[src/rtl/cap_frame_ctrl.sv]
// rtl/cap_frame_ctrl.sv - vsync-aligned frame capture sequencer with geometry check
// Pops capture opcodes, gates img_en per frame and reports done/error/timeout status.
module cap_frame_ctrl #(
    parameter int DW_CMD  = 8,
    parameter int IW      = 640,
    parameter int IH      = 512,
    parameter int TIMEOUT = 2000000,
    parameter int CNT_W   = 16
) (
    input  logic              cap_clk,
    input  logic              reset,
    input  logic              cap_vsync,
    input  logic              cap_dvalid,
    input  logic              cmd_rdy,
    input  logic [DW_CMD-1:0] cmd_rdat,
    output logic              cmd_rdreq,
    output logic              img_en,
    output logic              busy,
    output logic              frame_done,
    output logic              frame_err,
    output logic              arm_timeout,
    output logic [15:0]       frame_cnt,
    output logic [7:0]        bad_cmd_cnt
);

    localparam int WD_W = $clog2(TIMEOUT + 1);
    localparam logic [CNT_W-1:0] CNT_MAX  = '1;
    localparam logic [CNT_W-1:0] IW_C     = CNT_W'(IW);
    localparam logic [CNT_W-1:0] IH_C     = CNT_W'(IH);
    localparam logic [WD_W-1:0]  WD_LAST  = WD_W'(TIMEOUT - 1);

    typedef enum logic [2:0] {
        S_IDLE, S_RDCMD, S_DECODE, S_ARM, S_CAP, S_DONE
    } state_t;

    state_t             state, state_nxt;
    logic               cont, cont_nxt;
    logic               vs_d, dv_d;
    logic [DW_CMD-1:0]  cmd_q;
    logic [WD_W-1:0]    wdog;
    logic [CNT_W-1:0]   pix, line;
    logic               geom_bad, sat;
    logic               wdog_clr, cap_clr, bad_inc;
    logic               fall, rise, line_end;

    assign fall     = vs_d & ~cap_vsync;
    assign rise     = ~vs_d & cap_vsync;
    assign line_end = dv_d & ~cap_dvalid;
    assign busy     = (state != S_IDLE);

    always_comb begin
        state_nxt   = state;
        cont_nxt    = cont;
        cmd_rdreq   = 1'b0;
        arm_timeout = 1'b0;
        frame_done  = 1'b0;
        frame_err   = 1'b0;
        wdog_clr    = 1'b0;
        cap_clr     = 1'b0;
        bad_inc     = 1'b0;
        case (state)
            S_IDLE: begin
                if (cmd_rdy) begin
                    cmd_rdreq = 1'b1;
                    state_nxt = S_RDCMD;
                end
            end
            S_RDCMD: state_nxt = S_DECODE;
            S_DECODE: begin
                case (cmd_q[7:0])
                    8'h01: begin cont_nxt = 1'b0; wdog_clr = 1'b1; state_nxt = S_ARM; end
                    8'h02: begin cont_nxt = 1'b1; wdog_clr = 1'b1; state_nxt = S_ARM; end
                    8'h03: begin cont_nxt = 1'b0; state_nxt = S_IDLE; end
                    default: begin bad_inc = 1'b1; state_nxt = S_IDLE; end
                endcase
            end
            S_ARM: begin
                // frame start wins over a waiting command and over the watchdog
                if (fall) begin
                    cap_clr   = 1'b1;
                    state_nxt = S_CAP;
                end else if (cmd_rdy) begin
                    cmd_rdreq = 1'b1;
                    state_nxt = S_RDCMD;
                end else if (wdog == WD_LAST) begin
                    arm_timeout = 1'b1;
                    cont_nxt    = 1'b0;
                    state_nxt   = S_IDLE;
                end
            end
            S_CAP: begin
                if (rise) state_nxt = S_DONE;
            end
            S_DONE: begin
                frame_done = 1'b1;
                frame_err  = geom_bad | sat | (line != IH_C);
                if (cont && !cmd_rdy) begin
                    wdog_clr  = 1'b1;
                    state_nxt = S_ARM;
                end else if (cmd_rdy) begin
                    cmd_rdreq = 1'b1;
                    state_nxt = S_RDCMD;
                end else begin
                    cont_nxt  = 1'b0;
                    state_nxt = S_IDLE;
                end
            end
            default: state_nxt = S_IDLE;
        endcase
        if (reset) begin
            cmd_rdreq   = 1'b0;
            arm_timeout = 1'b0;
            frame_done  = 1'b0;
            frame_err   = 1'b0;
        end
    end

    always_ff @(posedge cap_clk) begin
        if (reset) begin
            state       <= S_IDLE;
            cont        <= 1'b0;
            vs_d        <= 1'b1;
            dv_d        <= 1'b0;
            img_en      <= 1'b0;
            cmd_q       <= '0;
            wdog        <= '0;
            pix         <= '0;
            line        <= '0;
            geom_bad    <= 1'b0;
            sat         <= 1'b0;
            frame_cnt   <= '0;
            bad_cmd_cnt <= '0;
        end else begin
            state  <= state_nxt;
            cont   <= cont_nxt;
            vs_d   <= cap_vsync;
            dv_d   <= cap_dvalid;
            img_en <= (state_nxt == S_CAP);
            if (state == S_RDCMD) cmd_q <= cmd_rdat;
            if (wdog_clr) wdog <= '0;
            else if (state == S_ARM) wdog <= wdog + 1'b1;
            if (bad_inc && bad_cmd_cnt != 8'hFF) bad_cmd_cnt <= bad_cmd_cnt + 1'b1;
            // geometry counters saturate and leave a sticky flag that fails the frame
            if (cap_clr) begin
                pix      <= '0;
                line     <= '0;
                geom_bad <= 1'b0;
                sat      <= 1'b0;
            end else if (state == S_CAP) begin
                if (line_end) begin
                    if (pix != IW_C) geom_bad <= 1'b1;
                    pix <= '0;
                    if (line == CNT_MAX) sat <= 1'b1;
                    else line <= line + 1'b1;
                end else if (cap_dvalid) begin
                    if (pix == CNT_MAX) sat <= 1'b1;
                    else pix <= pix + 1'b1;
                end
            end
            if (state == S_DONE) begin
                frame_cnt <= frame_cnt + 1'b1;
                geom_bad  <= 1'b0;
            end
        end
    end

endmodule

[config.mk]
export PLATFORM = sky130hd
export DESIGN_NAME = cap_frame_ctrl
export DESIGN_NICKNAME = d
export VERILOG_FILES = /design/src/rtl/cap_frame_ctrl.sv
export SDC_FILE = /design/constraint.sdc
export NUM_CORES = 1
export LEC_CHECK = 0
export CORE_MARGIN = 4
export CORE_UTILIZATION = 45
export CTS_BUF_LIST = sky130_fd_sc_hd__clkbuf_4 sky130_fd_sc_hd__clkbuf_8 sky130_fd_sc_hd__clkbuf_16
export DETAILED_ROUTE_END_ITERATION = 16
export PLACE_DENSITY = 0.77
export SLEW_MARGIN = 20
export SYNTH_ARGS = -nofsm -noshare
export SYNTH_HDL_FRONTEND = slang
export SYNTH_SLANG_ARGS = --single-unit
[constraint.sdc]
create_clock -name cap_clk -period 2.65 [get_ports cap_clk]
set_clock_uncertainty 0.15 [all_clocks]
set_input_delay 0.53 -clock cap_clk [delete_from_list [all_inputs] [get_ports cap_clk]]
set_output_delay 0.53 -clock cap_clk [all_outputs]
set_load 0.005 [all_outputs]
* Word level (Yosys, flattened, before mapping)
Index checks and enable logic that the tools add are counted.
** Operators by class
- Reductions and logical operators :: 19
- Add/sub/neg operators :: 5
- Mux-type cells :: 44
- Eq/ne operators :: 23
- Bitwise operators :: 9
** Operator list (number)
- adder 16 x 1 -> 16 bit, second input constant :: 3
- 2-to-1 mux 16 bit :: 3
- equality test 16 bit, second input constant :: 2
- inequality test 16 x 10 -> 1 bit, second input constant :: 2
- 2-to-1 mux 1 bit :: 29
- adder 21 x 1 -> 21 bit, second input constant :: 1
- equality test 21 bit, second input constant :: 1
- case mux 3 bit (6 select lines) :: 1
- equality test 8 x 2 -> 1 bit, second input constant :: 2
- 2-to-1 mux 3 bit :: 5
- inequality test 2 bit, second input constant :: 6
- equality test 3 bit, second input constant :: 3
- AND reduction 3 bit :: 3
- adder 8 x 1 -> 8 bit, second input constant :: 1
- equality test 8 x 1 -> 1 bit, second input constant :: 1
- inequality test 8 bit, second input constant :: 1
- OR reduction 2 bit :: 4
- AND reduction 7 bit :: 1
- equality test 3 x 2 -> 1 bit, second input constant :: 2
- case mux 1 bit (3 select lines) :: 2
- nonzero test 3 bit :: 2
- OR reduction 3 bit :: 2
- 2-to-1 mux 2 bit :: 2
- NOT 1 bit :: 4
- 11 further kinds :: 17
** Storage, ports and cells
- Output and inout port bits :: 30
- Bits of input ports :: 13
- Bits in registers :: 94
- Logic and storage cells :: 113

* Logic depth before layout (Yosys ltp)
Gate-level depths: netlist of run 1.
- Word-level depth :: 6
- Depth in mapped cells :: 8

* Worst setup path before layout of run 1
OpenSTA, ideal clock, no wires.
- Kind :: reg2reg
- Start :: register state[1]
- End :: register pix[12]
- Path buffers :: 2
- Setup slack :: 0.517 ns
- Arrival :: 1.856 ns
- Required time :: 2.372 ns
- Stages on the path, launching flop included :: 8
- Cells stage by stage :: dfxtp_1 > buf_2 > or3b_4 > or4_4 > buf_6 > nor4b_4 > xnor2_1 > nor2_1
** Between the ends
- Word-level cells in the longest chain between the ends :: 3
** Ends and longest elaborated chain
- from (decl) :: RTL line 36 : state_t state, state_nxt;
- from (signal assigned) :: RTL line 134 : state <= state_nxt;
- equality test 3 x 2 -> 1 bit :: RTL line 61 : case (state)
- 2-to-1 mux 1 bit :: RTL line 61
- OR reduction 2 bit (no source line)
- to (signal assigned) :: RTL line 157 : else pix <= pix + 1'b1;
- to (decl) :: RTL line 41 : logic [CNT_W-1:0] pix, line;
Parallel ways exist; a longest one is shown, timed or not.
A chain may end at the register's enable or synchronous reset.

* Worst setup path in the final report of run 1
- Start :: register line[9]
- End :: output frame_err
** Between the ends
- Word-level cells in the longest chain between the ends :: 4
** Ends and longest elaborated chain
- from (decl) :: RTL line 41
- from (signal assigned) :: RTL line 154 : else line <= line + 1'b1;
- inequality test 16 x 10 -> 1 bit :: RTL line 96 : frame_err = geom_bad | sat | (line != IH_C);
- OR 1 bit :: RTL line 96
- 2-to-1 mux 1 bit :: RTL line 61
- 2-to-1 mux 1 bit :: RTL line 110 : if (reset) begin
- to (decl) :: RTL line 20 : output logic frame_err,
No other way between the ends.

==> run metrics, run 1 <==
Synth area leaders=dfxtp_1 (42%), nor2_1 (7.5%), xor2_1 (6.8%), xnor2_1 (5.4%), nand2_1 (4.5%); P_sw=just under 600 uW; Cells after DPL=between 700 and 800; DR vias=between 3000 and 4000; Port Buffers=42; Finish-stage setup viols=0; clk root buf=clkbuf_8; Hold Crit Class=flip-flop to flip-flop; DR iter-0 viols=133; GRT Util Overall=approximately 17%; outcome=completed; Syn Nets=556; worst path required time=1.97 ns; Post-Route Utilization=56.14%; synthesized area per cell=between 8 and 9 um^2; CTS Sinks=between 90 and 100; Worst Tran Pin Value=approximately 0.70 ns; internal power=2028 uW; Synth area leader=dfxtp_1; synthesized instance count=approximately 540; global placer's final weighted congestion=roughly 0.86; Arr. time, crit path=about 1.9 ns; hold-fix buffers at CTS=0; sequential fraction of the synthesis area=about two fifths; Distinct cells, synth=48; Post-Syn Area=4516 um^2; drt pass-1 iters=4; cell family with most CP delay=simple AND/OR/NAND/NOR gates; Setup TNS=0 ns; vias per cell=~5.4; I/O pin count=43; Net Sw Frac=~22%; CTS tree=yes; Max transition margin=between 50% and 60%; VDD IR max=roughly 320 uV; highest clock rate=just under 400 MHz; Diodes inserted=0; DP HPWL=between 7000 and 8000 um; FP Rows=36; initial core utilization=46.20%; Pleak=0.001911 uW; Core Region=9774 um^2; nets=around 600; largest net degree at the start of global routing=33; commonest cells after routing, fill and taps aside=nor2_1 (89), dfxtp_1 (86), nand2_1 (54); Tmin final=around 2.5 ns; Synth Warn #=0; grt ovf=0; clock network power share=between 30% and 40%; register share of total power=a little under three fifths; H-tree depth=3; CP Capture Type=output pin; DRT Wirelength=~10000 um; Final Max Slew Viols=0; ys flop type=dfxtp_1; vias in the first global route=roughly 3700; Worst-Skew Late Latency=approximately 0.36 ns; Logic pwr share=about 5.4%; commonest non-fill, non-tap cell in the layout=nor2_1; Post-route DRC=0; Yosys reg bits=94; Post-Layout Cell Count=around 730; ys async rst share=0%; CP Buf/Inv Count=1; initial antenna violation count=0; worst path cell trace=nor4b_1 > nand4_1 > nor4_2 > nor3_2 > dlygate4sd2_1; Final Cycle Share=95.56%; CTS Buf Count=9; Die ar.=approximately 12000 um^2; Antenna Nets Post-Route=0; share of cells above drive strength 1=a little under an eighth; Critical Path Max Stage Delay=about 0.46 ns; PwrDens=between 400 and 500 nW/um^2; slowest stage cell, crit path=dfxtp_1; Die Y=between 100 and 150 um; number of synthesized flops with an enable pin=0; Hold Startpoint=cmd_q[3]$_SDFFE_PP0P_; Final Hold Vio Count=0; first-pass GRT wire length=roughly 17000 um; Worst-path clk slew=around 0.09 ns; Max Cap Viol=0; Fillers=roughly 890; startpoint types=flip-flop; critical path class=flip-flop to output pin; share of the synthesized area in the top cell type=between 40% and 50%; reg-to-reg startpoint=state[1]$_SDFF_PP0_; Area growth, synth to finish=21.53%; Critical Path Source=line[9]$_SDFFE_PP0P_; DR WL/cell=between 10 and 15 um; CP max FO=7; Die W=108.2 um; unrepaired setup endpoints after global routing=yes; Clock Path Buffers=2
power by group through the flow:
| stage | sequential (uW) | clock, uW | combinational, uW |
|---|---|---|---|
| 4_1_cts | 1430 | 1060 | 140 |
| 5_1_grt | 1440 | 1120 | 157 |
| 3_5_place_dp | 1470 | 0 | 139 |
| 3_3_place_gp | 1470 | 0 | 136 |
| 2_1_floorplan | 1460 | 0 | 77.6 |
| 6_report | 1430 | 1030 | 141 |
worst register-to-register path: cells and delay by family, from the launching register on:
family                    cells  cell delay [ns]
xor gates and xnor gates      1             0.16
buffers and inverters         1             0.16
DFF                           1             0.36
and+or+nand+nor               4             1.30
path summary, 6_finish.rpt:
path | to | slack, ns | depth (start not counted)
worst min register to register | cmd_q[3]$_SDFFE_PP0P_ | 0.31 | 2
worst max register to register | line[14]$_SDFFE_PP0P_ | 0.41 | 6
worst max-delay path | frame_err | 0.12 | 5
worst min-delay path | cmd_q[3]$_SDFFE_PP0P_ | 0.31 | 2
registers in the layout, indices dropped and copies added (netlist names):
name,cells
geom_bad,1
sat,1
cmd_q,8
state,3
line,16
wdog,21
bad_cmd_cnt,8
img_en,1
cont,1
frame_cnt,16
dv_d,1
vs_d,1
pix,16
synthesized netlist by cell type, drive strengths merged, types with 9 or more instances:
cell    count
a21oi      19
and3       13
and4       11
clkbuf     14
dfxtp      94
nand2      54
nand3      26
nand4      25
nor2       90
nor3       17
nor4       15
nor4b       9
or3        10
xnor2      28
xor2       35
timing repair:
action                                  CTS  global route
gates resized for setup                  13            12
endpoints found under the setup margin    4             3
setup buffers                             0             2
pin swaps                                 4             4
through the flow:
stage          cell area (um^2)  setup slack, ns  power, uW  hold WS (ns)
2_1_floorplan              4516           0.5166       1542        0.2860
3_3_place_gp               5205          -0.1958       1603        0.2946
3_5_place_dp               5205          -0.2016       1607        0.2980
4_1_cts                    5449          -0.1812       2636        0.3115
5_1_grt                    5488         -0.04093       2715        0.3359
6_report                   5488           0.1177       2609        0.3123
logic make-up (layout without fill, tap and decap cells):
kind of cell | after synthesis | after routing | synth area share, %
AND/OR/NAND/NOR | 304 | 304 | 35.91
flip-flops | 94 | 94 | 41.67
XOR/XNOR | 63 | 63 | 12.22
AO/OA/AOI/OAI | 40 | 40 | 5.264
buffers and inverters | 25 | 90 | 2.300
adder cells (fa/ha/maj) | 7 | 7 | 1.940
multiplexers | 3 | 3 | 0.6927
metal layers:
| metal | part of all wire (%) | up-vias | global-route usage, % |
|---|---|---|---|
| met5 | 0 | - | 0 |
| met2 | 50 | 58 | 29.80 |
| met1 | 45 | 1867 | 21.88 |
| met3 | 3.8 | 7 | 4.716 |
| li1 | - | 2003 | - |
| met4 | 0.72 | 0 | 4.418 |
layout make-up:
cell class	count	area [um^2]	share of cell area, %
multi-input combinational	417	2574	46.90
sequential	94	1892	34.47
timing repair buffer	68	614.3	11.19
tap	133	166.4	3.032
clock buffer	10	131.4	2.394
clock inverter	5	83.83	1.528
inverter	7	26.28	0.4788
(Power assumes the default switching activity.)
==> inputs of run 2 (changes only) <==
--- a/config.mk
+++ b/config.mk
@@ -9,7 +9,7 @@
 export CORE_UTILIZATION = 45
 export CTS_BUF_LIST = sky130_fd_sc_hd__clkbuf_4 sky130_fd_sc_hd__clkbuf_8 sky130_fd_sc_hd__clkbuf_16
 export DETAILED_ROUTE_END_ITERATION = 16
-export PLACE_DENSITY = 0.77
+export PLACE_DENSITY = 0.67
 export SLEW_MARGIN = 20
 export SYNTH_ARGS = -nofsm -noshare
 export SYNTH_HDL_FRONTEND = slang
==> constraint.sdc (replaced) <==
create_clock -name cap_clk -period 3.2 [get_ports cap_clk]
set_clock_uncertainty 0.15 [all_clocks]
set_input_delay 0.64 -clock cap_clk [delete_from_list [all_inputs] [get_ports cap_clk]]
set_output_delay 0.64 -clock cap_clk [all_outputs]
set_load 0.005 [all_outputs]
==> run metrics, run 2 (synthesis results as in run 1) <==
initial antenna violation count=0 (unchanged); GRT met3 Usage=2.806% (-1.9 points); Arr. time, crit path=2.27 ns (+0.42 ns); Worst Tran Pin Value=1.028 ns (+0.3321 ns); clk root buf=clkbuf_8; FP Rows=36 (unchanged); Final Max Slew Viols=0 (unchanged); worst path required time=2.41 ns (+0.44 ns); critical path class=flip-flop to output pin; DR iter-0 viols=119 (-11%); multi-input logic area=2547 um^2 (-1.0%); CTS Sinks=94 (unchanged); nets=602 (-2.4%); P_sw=494.6 uW (-15%); Die W=108.2 um (unchanged); Logic pwr share=5.0% (-0.4 points); Final Hold Vio Count=0 (unchanged); first-pass GRT wire length=16420 um (-2.2%); GRT Util Overall=17.30% (-0.16 points); FF/Latch Area=1897 um^2 (+0.26%); CTS tree=yes; register share of total power=55.0% (about the same); Clock Path Buffers=2 (unchanged); H-tree depth=3 (unchanged); CTS Buf Count=9 (unchanged); Die ar.=11700 um^2 (unchanged); Core Region=9774 um^2 (unchanged); VDD IR max=243.5 uV (-23%); DR vias=3865 (-1.8%); largest reg by FF count=wdog; PwrDens=402.9 nW/um^2 (-15%); drt pass-1 iters=4 (unchanged); Antenna Nets Post-Route=0 (unchanged); share of cells above drive strength 1=9.029% (-3.0 points); global routing usage on met2=28.95% (-0.84 points); Setup TNS=0 ns (unchanged); max reg flops=21 (unchanged); hold-fix buffers at CTS=0 (unchanged); global placer's final weighted congestion=0.8619 (+0.69%); CP Capture Type=output pin; design area=5361 um^2 (-2.3%); Post-route DRC=0 (unchanged); DP HPWL=6925 um (-4.9%); Hold Crit Class=flip-flop to flip-flop; I/O pin count=43 (unchanged); Worst-path clk slew=0.09 ns (about the same); Die Y=108.2 um (unchanged); met1 Usage GRT=21.83% (-0.048 points); CP max FO=4 (-3); grt ovf=0 (unchanged); Most Used Layer, Global Route=met2; commonest non-fill, non-tap cell in the layout=nor2_1; Max Cap Viol=0 (unchanged); startpoint types=flip-flop; Max transition margin=30.94% (-23 points); Port Buffers=42 (unchanged); initial core utilization=46.20% (unchanged); Tmin final=roughly 3.1 ns; Diodes inserted=0 (unchanged); Post-Layout Cell Count=720 (-1.9%); Net Sw Frac=22.90% (+0.63 points); DP Area=5107 um^2 (-1.9%); Pleak=0.001809 uW (-5.3%); Final Cycle Share=between 90% and 100%; clock network power share=40.0% (+0.4 points); Fillers=954 (+6.8%); worst hold margin=0.3130 ns (+0.0006580 ns); worst setup margin=0.1408 ns (+0.02312 ns); internal power=1665 uW (-18%); vias per cell=5.368 (+0.13%); vias in the first global route=3646 (-2.4%); commonest cells after routing, fill and taps aside=nor2_1 (90), dfxtp_1 (86), nand2_1 (54); largest net degree at the start of global routing=43 (+30%); unrepaired setup endpoints after global routing=no; outcome=completed; Area growth, synth to finish=18.73%; Finish-stage setup viols=0 (unchanged); DRT Wirelength=9731 um (-2.9%); highest clock rate=around 330 MHz; Worst-Skew Late Latency=0.37 ns (about the same); Cells after DPL=704 (-1.8%); dpl ws=0.1133 ns (+0.3149 ns); DR WL/cell=13.52 um (-1.0%)
## run 2: what timing repair did
action | in CTS | in global routing
pin swaps | 1 | 3
buffers inserted | 0 | 0
gates resized for setup | 3 | 11
endpoints found under the setup margin | 1 | 2
## run 2: path summary, 6_finish.rpt
path                            cells after the start               endpoint             startpoint  slack (ns)
worst max-delay path                                7            arm_timeout   wdog[1]$_SDFFE_PP0N_        0.14
worst min-delay path                                2  cmd_q[4]$_SDFFE_PP0P_  cmd_q[4]$_SDFFE_PP0P_        0.31
worst max register to register                      5  wdog[18]$_SDFFE_PP0N_  cmd_q[2]$_SDFFE_PP0P_        0.94
worst min register to register                      2  cmd_q[4]$_SDFFE_PP0P_  cmd_q[4]$_SDFFE_PP0P_        0.31
## run 2: metrics by stage
step,util [%],total power (uW)
after global placement,52.25,1321
after global routing,54.85,2252
final,54.85,2160
after detailed placement,52.25,1324
after floorplan,-,1277
after CTS,54.66,2189
## run 2: area by class of cell
| type | instances | area share [%] |
|---|---|---|
| well taps | 133 | 3.104 |
| clock inverters | 7 | 1.820 |
| multi-input cells | 417 | 47.51 |
| clock buffers | 9 | 2.310 |
| flip-flops and latches | 94 | 35.38 |
| inverters | 7 | 0.4901 |
| repair buffers | 53 | 9.382 |
## run 2: layer usage
| metal | vias up | part of all wire, % |
|---|---|---|
| met5 | - | 0 |
| met3 | 15 | 3.4 |
| li1 | 1977 | - |
| met1 | 1821 | 47 |
| met4 | 0 | 2.1 |
| met2 | 52 | 47 |
## run 2: critical path, cell delays in order, from the launching register on
cell,delay [ns]
dfxtp_1,0.37
ha_2,0.20
nand2_1,0.08
nor2_1,0.10
nand4_1,0.22
nor4b_2,0.31
buf_4,0.15
clkdlybuf4s50_1,0.49
## run 2: power by group through the flow
stage / sequential (uW) / combinational (uW) / clock [uW]
6_report: 1190 / 108 / 865
3_3_place_gp: 1220 / 106 / 0
4_1_cts: 1190 / 108 / 892
3_5_place_dp: 1220 / 108 / 0
2_1_floorplan: 1210 / 64.3 / 0
5_1_grt: 1190 / 119 / 943
